$ cat config.mk
export PLATFORM = sky130hd
export DESIGN_NAME = farm_dmem_ctrl
export DESIGN_NICKNAME = d
export VERILOG_FILES = /design/src/rtl/farm_mem_pkg.sv /design/src/rtl/farm_load_align.sv /design/src/rtl/farm_dmem_ctrl.sv
export SDC_FILE = /design/constraint.sdc
export NUM_CORES = 1
export LEC_CHECK = 0
export ABC_AREA = 1
export CORE_MARGIN = 2
export CORE_UTILIZATION = 47
export DETAILED_ROUTE_END_ITERATION = 12
export GPL_ROUTABILITY_DRIVEN = 0
export PLACE_DENSITY_LB_ADDON = 0.12
export SKIP_LAST_GASP = 1
export SYNTH_ARGS = -nofsm -noshare
export SYNTH_HDL_FRONTEND = slang
export SYNTH_SLANG_ARGS = --single-unit
$ cat constraint.sdc
create_clock -name clk -period 3.6 [get_ports clk]
set_clock_uncertainty 0.1 [all_clocks]
set_input_delay 0.36 -clock clk [delete_from_list [all_inputs] [get_ports clk]]
set_output_delay 0.36 -clock clk [all_outputs]
set_load 0.02 [all_outputs]
$ cat src/rtl/farm_mem_pkg.sv
// Shared types and lane helpers for the FARM data-memory path.
// Latency: none (types and pure functions only).
// Backpressure: not applicable.
package farm_mem_pkg;

    // Access size as encoded on the request interface
    typedef enum logic [1:0] {
        SZ_BYTE = 2'b00,
        SZ_HALF = 2'b01,
        SZ_WORD = 2'b10,
        SZ_ILL  = 2'b11
    } mem_size_t;

    // Controller sequencing states
    typedef enum logic [1:0] {
        IDLE   = 2'b00,
        ACCESS = 2'b01,
        RESP   = 2'b10
    } dmem_state_t;

    // Wide enough for the largest legal wait-state count minus one (14)
    localparam int CNT_W = 4;

    // Byte-lane enables for a naturally aligned access; illegal size enables nothing
    function automatic logic [3:0] be_gen(input mem_size_t size, input logic [1:0] addr_lo);
        logic [3:0] be;
        case (size)
            SZ_BYTE: be = 4'b0001 << addr_lo;
            SZ_HALF: be = 4'b0011 << addr_lo;
            SZ_WORD: be = 4'b1111;
            default: be = 4'b0000;
        endcase
        return be;
    endfunction

    // Replicate right-justified store data across every lane it could land on
    function automatic logic [31:0] wdata_rep(input mem_size_t size, input logic [31:0] wdata);
        logic [31:0] rep;
        case (size)
            SZ_BYTE: rep = {4{wdata[7:0]}};
            SZ_HALF: rep = {2{wdata[15:0]}};
            default: rep = wdata;
        endcase
        return rep;
    endfunction

    // Misaligned half/word or the reserved size encoding
    function automatic logic is_fault(input mem_size_t size, input logic [1:0] addr_lo);
        logic f;
        case (size)
            SZ_BYTE: f = 1'b0;
            SZ_HALF: f = addr_lo[0];
            SZ_WORD: f = (addr_lo != 2'b00);
            default: f = 1'b1;
        endcase
        return f;
    endfunction

endpackage

$ cat src/rtl/farm_load_align.sv
// Load data aligner: shifts the addressed lane down and sign/zero-extends it.
// Latency: purely combinational, zero cycles.
// Backpressure: none; output follows inputs.
module farm_load_align
    import farm_mem_pkg::*;
(
    input  logic [31:0] raw,
    input  logic [1:0]  addr_lo,
    input  mem_size_t   size,
    input  logic        is_unsigned,
    output logic [31:0] data
);

    logic [31:0] shifted;

    // Bring the addressed byte/half into the low lanes, then extend to 32 bits
    always_comb begin
        shifted = raw >> {addr_lo, 3'b000};
        case (size)
            SZ_BYTE: data = is_unsigned ? {24'd0, shifted[7:0]}
                                        : {{24{shifted[7]}}, shifted[7:0]};
            SZ_HALF: data = is_unsigned ? {16'd0, shifted[15:0]}
                                        : {{16{shifted[15]}}, shifted[15:0]};
            default: data = shifted;
        endcase
    end

endmodule

$ cat src/rtl/farm_dmem_ctrl.sv
// Single-outstanding data-memory controller driving a fixed-latency sync SRAM.
// Latency: legal access completes WAIT_CYC+1 cycles after acceptance; faults after 1.
// Backpressure: req_ready only in IDLE; requester holds req_valid until accepted.
module farm_dmem_ctrl
    import farm_mem_pkg::*;
#(
    parameter int MEM_AW   = 16,
    parameter int WAIT_CYC = 2
) (
    input  logic              clk,
    input  logic              rst,
    input  logic              req_valid,
    output logic              req_ready,
    input  logic              req_wr,
    input  logic [31:0]       req_addr,
    input  logic [31:0]       req_wdata,
    input  logic [1:0]        req_size,
    input  logic              req_unsigned,
    output logic              rsp_done,
    output logic [31:0]       rsp_rdata,
    output logic              rsp_fault,
    output logic              sram_cs,
    output logic              sram_we,
    output logic [3:0]        sram_be,
    output logic [MEM_AW-1:0] sram_addr,
    output logic [31:0]       sram_wdata,
    input  logic [31:0]       sram_rdata
);

    dmem_state_t      state;
    logic [CNT_W-1:0] wait_cnt;

    // Captured request fields, stable for the whole transaction
    logic             cap_wr;
    logic [1:0]       cap_addr_lo;
    mem_size_t        cap_size;
    logic             cap_unsigned;

    mem_size_t        req_sz;
    logic             req_bad;
    logic [31:0]      load_val;

    // Address bits above the SRAM window are outside this memory and ignored
    logic             unused_addr_hi;
    assign unused_addr_hi = ^req_addr[31:MEM_AW+2];

    assign req_sz  = mem_size_t'(req_size);
    assign req_bad = is_fault(req_sz, req_addr[1:0]);

    // Only combinational output: accept only in IDLE and never while in reset
    assign req_ready = (state == IDLE) && !rst;

    farm_load_align u_load_align (
        .raw         (sram_rdata),
        .addr_lo     (cap_addr_lo),
        .size        (cap_size),
        .is_unsigned (cap_unsigned),
        .data        (load_val)
    );

    // Sequencer: accept, hold SRAM strobes for WAIT_CYC cycles, pulse completion
    always_ff @(posedge clk) begin
        if (rst) begin
            state        <= IDLE;
            wait_cnt     <= '0;
            cap_wr       <= 1'b0;
            cap_addr_lo  <= 2'b00;
            cap_size     <= SZ_BYTE;
            cap_unsigned <= 1'b0;
            rsp_done     <= 1'b0;
            rsp_rdata    <= 32'd0;
            rsp_fault    <= 1'b0;
            sram_cs      <= 1'b0;
            sram_we      <= 1'b0;
            sram_be      <= 4'b0000;
            sram_addr    <= '0;
            sram_wdata   <= 32'd0;
        end else begin
            case (state)
                IDLE: begin
                    if (req_valid) begin
                        cap_wr       <= req_wr;
                        cap_addr_lo  <= req_addr[1:0];
                        cap_size     <= req_sz;
                        cap_unsigned <= req_unsigned;
                        if (req_bad) begin
                            // Faults bypass the SRAM entirely; address/data keep old values
                            state     <= RESP;
                            rsp_done  <= 1'b1;
                            rsp_fault <= 1'b1;
                            rsp_rdata <= 32'd0;
                        end else begin
                            state      <= ACCESS;
                            wait_cnt   <= CNT_W'(WAIT_CYC - 1);
                            sram_cs    <= 1'b1;
                            sram_we    <= req_wr;
                            sram_be    <= be_gen(req_sz, req_addr[1:0]);
                            sram_addr  <= req_addr[MEM_AW+1:2];
                            sram_wdata <= wdata_rep(req_sz, req_wdata);
                        end
                    end
                end
                ACCESS: begin
                    if (wait_cnt == '0) begin
                        // Last access cycle: read data is valid now
                        state     <= RESP;
                        sram_cs   <= 1'b0;
                        sram_we   <= 1'b0;
                        sram_be   <= 4'b0000;
                        rsp_done  <= 1'b1;
                        rsp_fault <= 1'b0;
                        rsp_rdata <= cap_wr ? 32'd0 : load_val;
                    end else begin
                        wait_cnt <= wait_cnt - 1'b1;
                    end
                end
                RESP: begin
                    state    <= IDLE;
                    rsp_done <= 1'b0;
                end
                default: begin
                    state    <= IDLE;
                    rsp_done <= 1'b0;
                    sram_cs  <= 1'b0;
                    sram_we  <= 1'b0;
                    sram_be  <= 4'b0000;
                end
            endcase
        end
    end

endmodule
==> results_dict.tcl, run 1 <==
set metrics [dict create \
    status "finished clean" \
    num_antenna_cells 0 \
    ir_drop_v 0.000249 \
    cts-root-buf "clkbuf_8" \
    avgSynthCellArea_sq_um 6.69 \
    yosysSeqAreaShare_pct 40.9 \
    layout_common_cells "nand2_1, clkdlybuf4s50_1, nor2_1, dfxtp_1, o21ai_0" \
    antenna_found_initial 0 \
    route.detailed.drc 0 \
    clockBufferDepth 2 \
    ioPinCount 192 \
    finalCriticalPeriod_ns 2.23 \
    cp-start-kind "input pin" \
    port_buffers 177 \
    numCtsBuffers 9 \
    setup_viol 0 \
    final_hold_viol_count 0 \
    finalMaxSlewViolations 0 \
    grt_overflow 0 \
    required_ns 3.77 \
    syn_inst 732 \
    start_util_pct 47.9 \
    first_global_vias 5174 \
    wirelength_microns 14300 \
    cts_sinks 100 \
    post-route-period-util_pct 61.9 \
    rsz0062_at_grt "false" \
    drt-vias-per-instance 5.19 \
    gr-usage-all-layers_pct 25.6 \
    num_rows 37 \
    post-place-cells 1006 \
    grt_max_degree 57 \
    yosysWarnings 0 \
    path_max_fanout 44 \
    endpoint_kind "flip-flop" \
    clk_pin_slew_worst_paths_ns 0.11 \
    final_core_util_pct 66.7 \
    cts_tree "done" \
    ctsHoldBuffers 0 \
    syn_area_sq_mm 0.00490 \
    coreArea_sq_mm 0.0102 \
    powerDensity_mw_per_mm2 377 \
    ys_types 29 \
    p_leak_nw 2.87 \
    die_height_microns 106 \
    dieArea_sq_mm 0.0113 \
    syn_to_final_growth_pct 39.3 \
    drtAntennaViolNets 0 \
    synth.net_count 837 \
    layoutNonFillerInstCount 1022 \
    maxCapViolations 0 \
    clk_latency_ns 0.37 \
    nets 986 \
    pre_cts_ws_ns 0.993 \
    post_cts_resized 0 \
    die_w_microns 106 \
    setup_tns_ns 0 \
    layout_commonest_cell "nand2_1" \
    wl_per_cell_microns 14.0 \
    cts_max_level 3 \
    hp-class "flip-flop to flip-flop" \
    timing.final.ws_setup_ns 1.37 \
    slew_headroom_pct 42.0 \
    critPathKind "input pin to flip-flop" \
    worst-slew-pin-transition_ns 0.867 \
    rr_worst_depth 6 \
    hpwl_microns 10200 \
    min_path_cells 2 \
    grt_pass1_wl_microns 23500 \
    cts_setup_buffers 0 \
    drtIter0Drc 255 \
    vias 5303 \
    ys_ff_latch 100 \
    drive_gt1_share_pct 5.19 \
    crit_arrival_ns 2.40 \
    fmax_mhz 449 \
    dr.pass1.iters 5 \
]
==> logic make-up after synthesis <==
family,after synthesis,synth area share [%]
AO/OA/AOI/OAI,145,16.6
XOR/XNOR,2,0.358
adder cells (fa/ha/maj),2,0.511
buffers and inverters,90,8.58
flip-flops,100,40.9
AND/OR/NAND/NOR,393,33.1
==> flip-flops by register name (all words and copies together) (netlist names), 2 cells and up <==
| register | cells |
|---|---|
| wait_cnt | 4 |
| state | 2 |
| cap_size | 2 |
| sram_be | 4 |
| sram_wdata | 32 |
| sram_addr | 16 |
| cap_addr_lo | 2 |
| rsp_rdata | 32 |
==> layer usage <==
layer  global-route usage [%]  vias up  routed length, microns
met5                        0        -                       0
met2                     45.1      195                    6970
li1                         -     2646                       -
met1                     29.5     2437                    5840
met3                     7.11       25                    1240
met4                     9.49        0                     251
==> power breakdown <==
group	internal, mW	switching [mW]	leakage [nW]
registers	1.17	0.0427	0.816
logic	0.290	0.379	1.96
clock network	0.262	0.427	0.0892
total	1.72	0.848	2.87
==> cell usage after synthesis <==
library cell / count / area [sq um]
a21oi_1: 58 / 290
buf_2: 19 / 95.1
buf_4: 3 / 22.5
buf_6: 6 / 67.6
clkbuf_1: 18 / 67.6
dfxtp_1: 100 / 2000
ha_1: 2 / 25.0
inv_1: 37 / 139
inv_2: 6 / 22.5
inv_4: 1 / 6.26
nand2_1: 214 / 803
nand2_2: 3 / 18.8
nand2_4: 1 / 11.3
nand3_1: 52 / 260
nand3_2: 2 / 20.0
nand3_4: 1 / 17.5
nand4_1: 1 / 6.26
nor2_1: 109 / 409
nor2_2: 5 / 31.3
nor2_4: 3 / 33.8
nor3_1: 2 / 10.0
o211a_1: 11 / 110
o211ai_1: 2 / 15.0
o21a_1: 1 / 7.51
o21ai_0: 64 / 320
o21ai_2: 1 / 8.76
o21bai_1: 1 / 7.51
o31ai_1: 7 / 52.6
xor2_1: 2 / 17.5
==> stage by stage <==
stage / power (mW) / area (sq um) / hold WS [ns]
finish: 2.57 / 6820 / 0.369
global route: 2.70 / 6820 / 0.391
CTS: 2.59 / 6820 / 0.368
detailed placement: 1.90 / 6640 / 0.352
global placement: 1.89 / 6640 / 0.339
floorplan: 1.63 / 4900 / 0.367
==> critical path, cell delays in order <==
cell and delay [ns]:
clkdlybuf4s50_1 0.51, inv_2 0.10, nand2_1 0.07, nand2_1 0.09
nand2_2 0.09, nor2_4 0.42, buf_4 0.46, nand3_1 0.14
o211a_1 0.14
==> cell type report <==
type	instances	area, sq um
Clock buffer	9	124
Clock inverter	7	60.1
Fill cell	923	3410
Inverter	44	168
Multi-Input combinational cell	542	2480
Sequential cell	100	2000
Tap cell	136	170
Timing Repair Buffer	184	1820
==> path summary, 6_finish.rpt <==
check	startpoint	to	slack [ns]
max	req_addr[0]	sram_wdata[23]$_SDFFE_PP0P_	1.37
min	rsp_fault$_SDFFE_PP0P_	rsp_fault$_SDFFE_PP0P_	0.37
max reg2reg	state[1]$_SDFFE_PP0P_	sram_wdata[23]$_SDFFE_PP0P_	1.43
min reg2reg	rsp_fault$_SDFFE_PP0P_	rsp_fault$_SDFFE_PP0P_	0.37
Power figures use the tool's default switching activity.
==> inputs of run 2 (changes only) <==
Settings changed: CORE_UTILIZATION 47 to 40.
Clock period 3.6 ns to 2 ns, I/O delays scaled along.
==> run 2 against run 1 <==
  * Core utilization down 7.3 points
  * Sequential cell count unchanged
  * Non-clock buffer count up 12
  * Register-to-register slack worse by 1.2 ns
  * Wire length up 4.3%
  * Clock power rose to 2.6 times the previous value
  * Setup slack worse by 1.2 ns
  * Combinational power up 90%
  * Sequential power up 80%
  * Hold slack worse by 0.044 ns
  * Largest cell class unchanged
==> results_dict.tcl, run 2 (synthesis results as in run 1) <==
set metrics [dict create \
    status "finished clean" \
    dpl-instance-area_sq_mm 0.00679 \
    maxCapViolations 0 \
    drtAntennaViolNets 0 \
    worstHoldStart "req_addr[10]" \
    r2r_slack_ns 0.20 \
    cp-start-kind "flip-flop" \
    hp-class "input pin to flip-flop" \
    num_antenna_cells 0 \
    critPathKind "flip-flop to flip-flop" \
    grt_pass1_wl_microns 24200 \
    power_switching_mw 1.57 \
    finalMaxSlewViolations 0 \
    pre_cts_ws_ns -0.0679 \
    numCtsBuffers 9 \
    setup_tns_ns 0 \
    cts_tree "done" \
    drt-vias-per-instance 5.06 \
    crit_path_frequent_cell "nand2_1" \
    required_ns 2.18 \
    drtIter0Drc 318 \
    route.detailed.drc 0 \
    min_path_cells 3 \
    cp-startpoint "cap_addr_lo[0]$_SDFFE_PP0P_" \
    top_regs "rsp_rdata: 32 flops, sram_wdata: 32 flops, sram_addr: 16 flops" \
    path_cells "buf_4 -> nand2_1 -> nand3_1 -> nand3_4 -> nand3_2 -> nand2_1 -> a21oi_1" \
    fmax_mhz 555 \
    path_max_fanout 16 \
    combPwrFrac_pct 24.1 \
    seqCellArea_sq_mm 0.00200 \
    post-route-period-util_pct 90.1 \
    grt_overflow 0 \
    p_sw_share_pct 29.9 \
    rr_worst_depth 7 \
    pwr-share-seq_pct 41.4 \
    coreArea_sq_mm 0.0120 \
    clk_latency_ns 0.35 \
    slowest_delay_ns 0.48 \
    finalCriticalPeriod_ns 1.80 \
    syn_to_final_growth_pct 45.0 \
    setup_viol 0 \
    cts_setup_buffers 0 \
    hold_end "sram_addr[8]$_SDFFE_PP0P_" \
    path_buf_inv 1 \
    die_w_microns 115 \
    worst-slew-pin-transition_ns 0.853 \
    antenna_found_initial 0 \
    num_rows 40 \
    endpoint_kind "flip-flop" \
    crit_arrival_ns 1.98 \
    rsz0062_at_grt "false" \
    ir_drop_v 0.000533 \
    nFillCells 1157 \
    grt_max_degree 52 \
    multi_input_area_sq_mm 0.00248 \
    postLayoutCellArea_sq_mm 0.00710 \
    final_hold_viol_count 0 \
    cpMaxStageDelayCell "dfxtp_1" \
    ioPinCount 192 \
    cts_sinks 100 \
    die_height_microns 115 \
    vias 5291 \
    wirelength_microns 14900 \
    p_leak_nw 3.00 \
    cts-root-buf "clkbuf_16" \
    gr-usage-all-layers_pct 23.2 \
    clockBufferDepth 2 \
    cp_top_family "simple AND/OR/NAND/NOR gates" \
    reg2reg_from "cap_addr_lo[0]$_SDFFE_PP0P_" \
    slew_headroom_pct 42.9 \
    port_buffers 177 \
    layout_common_cells "nand2_1, clkdlybuf4s50_1, nor2_1, dfxtp_1, o21ai_0" \
    powerDensity_mw_per_mm2 740 \
    start_util_pct 41.0 \
    hpwl_microns 10700 \
    timing.final.ws_setup_ns 0.198 \
    clk_pin_slew_worst_paths_ns 0.07 \
    dieArea_sq_mm 0.0131 \
    nets 998 \
    cts_max_level 3 \
    wl_per_cell_microns 14.3 \
    first_global_vias 5245 \
    pwr-share-clk_pct 34.5 \
    drive_gt1_share_pct 6.46 \
    dr.pass1.iters 4 \
    layout_commonest_cell "nand2_1" \
    intPower_mw 3.68 \
    r2r-end "rsp_rdata[31]$_SDFFE_PP0P_" \
]
## run 2: cell types whose count changed in the layout (fill, tap and decap cells not counted), sizes merged
cell / previous run / this run
buf: 7 / 19
bufinv: 0 / 1
clkbuf: 9 / 10
clkdlybuf4s50: 177 / 176
clkinv: 3 / 0
clkinvlp: 2 / 4
dlygate4sd2: 0 / 1
inv: 46 / 45
## run 2: power by group through the flow
stage          clock network (mW)  registers (mW)  logic [mW]
2_1_floorplan                   0            2.33       0.602
6_report                     1.81            2.18        1.27
5_1_grt                      1.95            2.19        1.39
3_5_place_dp                    0            2.22        1.26
4_1_cts                      1.86            2.18        1.27
3_3_place_gp                    0            2.22        1.25
## run 2: worst min-delay path, stage by stage
cell             delay [ns]
clkdlybuf4s50_1        0.39
nor2_1                 0.10
nor2_1                 0.05
## run 2: worst max path at each step
stage,end,slack [ns],cells after the start
CTS,rsp_rdata[31]$_SDFFE_PP0P_,0.21,7
finish,rsp_rdata[31]$_SDFFE_PP0P_,0.20,7
global placement,sram_wdata[11]$_SDFFE_PP0P_,0.005,6
detailed placement,sram_wdata[31]$_SDFFE_PP0P_,-0.07,6
global route,sram_wdata[11]$_SDFFE_PP0P_,0.06,6
floorplan,rsp_rdata[24]$_SDFFE_PP0P_,0.56,9
## run 2: metal layers
layer  GRT usage, %  wire, microns  part of all wire (%)  up-vias
met5              0              0                     0        -
met4           10.6            265                   1.8        0
met3           7.46           1120                   7.5       16
met2           40.0           7270                    49      159
met1           26.0           6240                    42     2444
li1               -              -                     -     2672
## run 2: layout make-up
type | instances | share of cell area (%)
multi-input combinational | 542 | 34.9
timing repair buffer | 196 | 27.6
sequential | 100 | 28.2
inverter | 44 | 2.36
tap | 147 | 2.59
clock inverter | 6 | 1.00
clock buffer | 10 | 3.36
## run 2: metrics by stage
| step | std cells | power (mW) | hold slack, ns | utilization, % |
|---|---|---|---|---|
| after global routing | 1045 | 5.53 | 0.325 | 59.4 |
| after detailed placement | 1029 | 3.48 | 0.340 | 56.8 |
| final | 1045 | 5.25 | 0.324 | 59.4 |
| after CTS | 1045 | 5.31 | 0.314 | 59.4 |
| after global placement | 1029 | 3.47 | 0.342 | 56.8 |
| after floorplan | 732 | 2.93 | 0.235 | - |
## run 2: timing repair
item | CTS | global route
setup endpoints to repair | 1 | 0
hold buffers | 0 | 0
gates resized for setup | 1 | 0
endpoints found under the hold margin | 0 | 0
==> RTL change: new RTL, config.mk and constraints of run 2 <==
The package constant `CNT_W` goes from 4 to 6.
--- a/src/rtl/farm_mem_pkg.sv
+++ b/src/rtl/farm_mem_pkg.sv
@@ -19,7 +19,7 @@
     } dmem_state_t;
 
     // Wide enough for the largest legal wait-state count minus one (14)
-    localparam int CNT_W = 4;
+    localparam int CNT_W = 6;
 
     // Byte-lane enables for a naturally aligned access; illegal size enables nothing
     function automatic logic [3:0] be_gen(input mem_size_t size, input logic [1:0] addr_lo);
Formal check against the unedited RTL: no difference found for any inputs over 4 cycles, from zero or initial values and one cycle with rst high; that may be too few to reach the edited logic, so the function may still have changed.
==> RTL change against run 2 <==
Core utilization is 0.31 points higher; power is 4.2% higher; highest routed layer unchanged; final area is 1.4% higher; critical endpoint is now req_ready; wire length is 0.48% lower; setup slack worse by 0.13 ns; sequential cell count is 2 higher; synthesized area is 1.4% higher.
==> RTL change: results (changes against run 2) <==
Pleak - 2.760 nW (was 2.995 nW)
Worst IR drop on VDD - 0.3918 mV (was 0.5331 mV)
Met2 Usage GRT - 0.3727 (was 0.3996)
Overall routing resource usage - 0.2190 (was 0.2319)
Final nets - 978 (was 998)
DR WL/cell - 14.18 um (was 14.26 um)
Sw Share - 0.3131 (was 0.2994)
CP max stage cell - clkdlybuf4s50_1 (was dfxtp_1)
Met2 WL - 7112 um (was 7267 um)
Post-cts resize count - 0 (was 1)
Post-Route M1 WL - 6314 um (was 6243 um)
Dpl ws - 0.05593 ns (was -0.06793 ns)
Synth top area cells - dfxtp_1 41%, nand2_1 20%, a21oi_1 9.9% (was dfxtp_1 41%, nand2_1 16%, nor2_1 8.4%)
Via total after detailed routing - 5197 (was 5291)
Hpwl dp - 10680 um (was 10740 um)
Share of layout cells above drive strength 1 - 0.08428 (was 0.06459)
Met3 WL post-DR - 1125 um (was 1124 um)
First-pass GRT wire length - 23450 um (was 24180 um)
DP Area - 0.006879 mm^2 (was 0.006794 mm^2)
Crit-path max cell delay - 0.63 ns (was 0.48 ns)
RR Startpoint - wait_cnt[0]$_SDFFE_PP0P_ (was cap_addr_lo[0]$_SDFFE_PP0P_)
Worst Path Arrival - 1.63 ns (was 1.98 ns)
Distinct cells, synth - 33 (was 29)
Fin crit share - 0.9672 (was 0.9012)
Synth top cells by count - 266 x nand2_1, 102 x dfxtp_1, 98 x a21oi_1 (was 214 x nand2_1, 109 x nor2_1, 100 x dfxtp_1)
Crit Path Max Fanout - 3 (was 16)
Post-CTS Setup Bufs - 1 (was 0)
Actual slew at the worst max-slew pin - 1.080 ns (was 0.8528 ns)
DRT iter0 DRCs - 332 (was 318)
Via/cell ratio - 4.968 (was 5.063)
Vias in the first global route - 5006 (was 5245)
Critical Path Source - state[1]$_SDFFE_PP0P_ (was cap_addr_lo[0]$_SDFFE_PP0P_)
Grt met3 use - 0.06590 (was 0.07464)
Worst Setup EP - req_ready (was rsp_rdata[31]$_SDFFE_PP0P_)
Status - finished clean (unchanged)
Critical path's top delay family - buffers and inverters (was simple AND/OR/NAND/NOR gates)
Seq/Total Area, Yosys - 0.4113 (was 0.4087)
Clock share of power - 0.341 (was 0.345)
Syn_nets - 813 (was 837)
-- RTL change: cell types whose count changed in the layout (fill, tap and decap cells not counted), sizes merged, moves of 7 or more --
cell / delta
nor2: -87
nand2: +57
a21oi: +42
o21ai: -23
nand3: -18
o211a: -11
o211ai: +10
or2: +8
o31ai: -7
-- RTL change: worst min-delay path by stage --
stage / from / to / slack (ns) / depth (start not counted)
CTS: req_addr[12] / sram_addr[10]$_SDFFE_PP0P_ / 0.28 / 3
floorplan: req_wdata[4] / sram_wdata[4]$_SDFFE_PP0P_ / 0.24 / 2
finish: req_addr[12] / sram_addr[10]$_SDFFE_PP0P_ / 0.29 / 3
detailed placement: rsp_rdata[9]$_SDFFE_PP0P_ / rsp_rdata[9]$_SDFFE_PP0P_ / 0.35 / 2
global route: req_addr[10] / sram_addr[8]$_SDFFE_PP0P_ / 0.30 / 3
global placement: sram_addr[15]$_SDFFE_PP0P_ / sram_addr[15]$_SDFFE_PP0P_ / 0.35 / 2
-- RTL change: kinds of logic (layout without fill, tap and decap cells) --
kind of cell / Yosys count / count (layout) / share of synthesized area
buffers and inverters: 81 / 251 / 0.08467
AND/OR/NAND/NOR: 355 / 355 / 0.3130
AO/OA/AOI/OAI: 165 / 165 / 0.1807
XOR/XNOR: 3 / 3 / 0.005293
adder cells (fa/ha/maj): 2 / 2 / 0.005040
flip-flops: 102 / 102 / 0.4113
-- RTL change: final cells by class --
type,instances,area [um^2]
clock buffer,9,225.2
sequential,102,2042
tap,168,210.2
multi-input combinational,525,2502
timing repair buffer,199,1997
inverter,36,135.1
clock inverter,7,87.58
fill,1115,4862
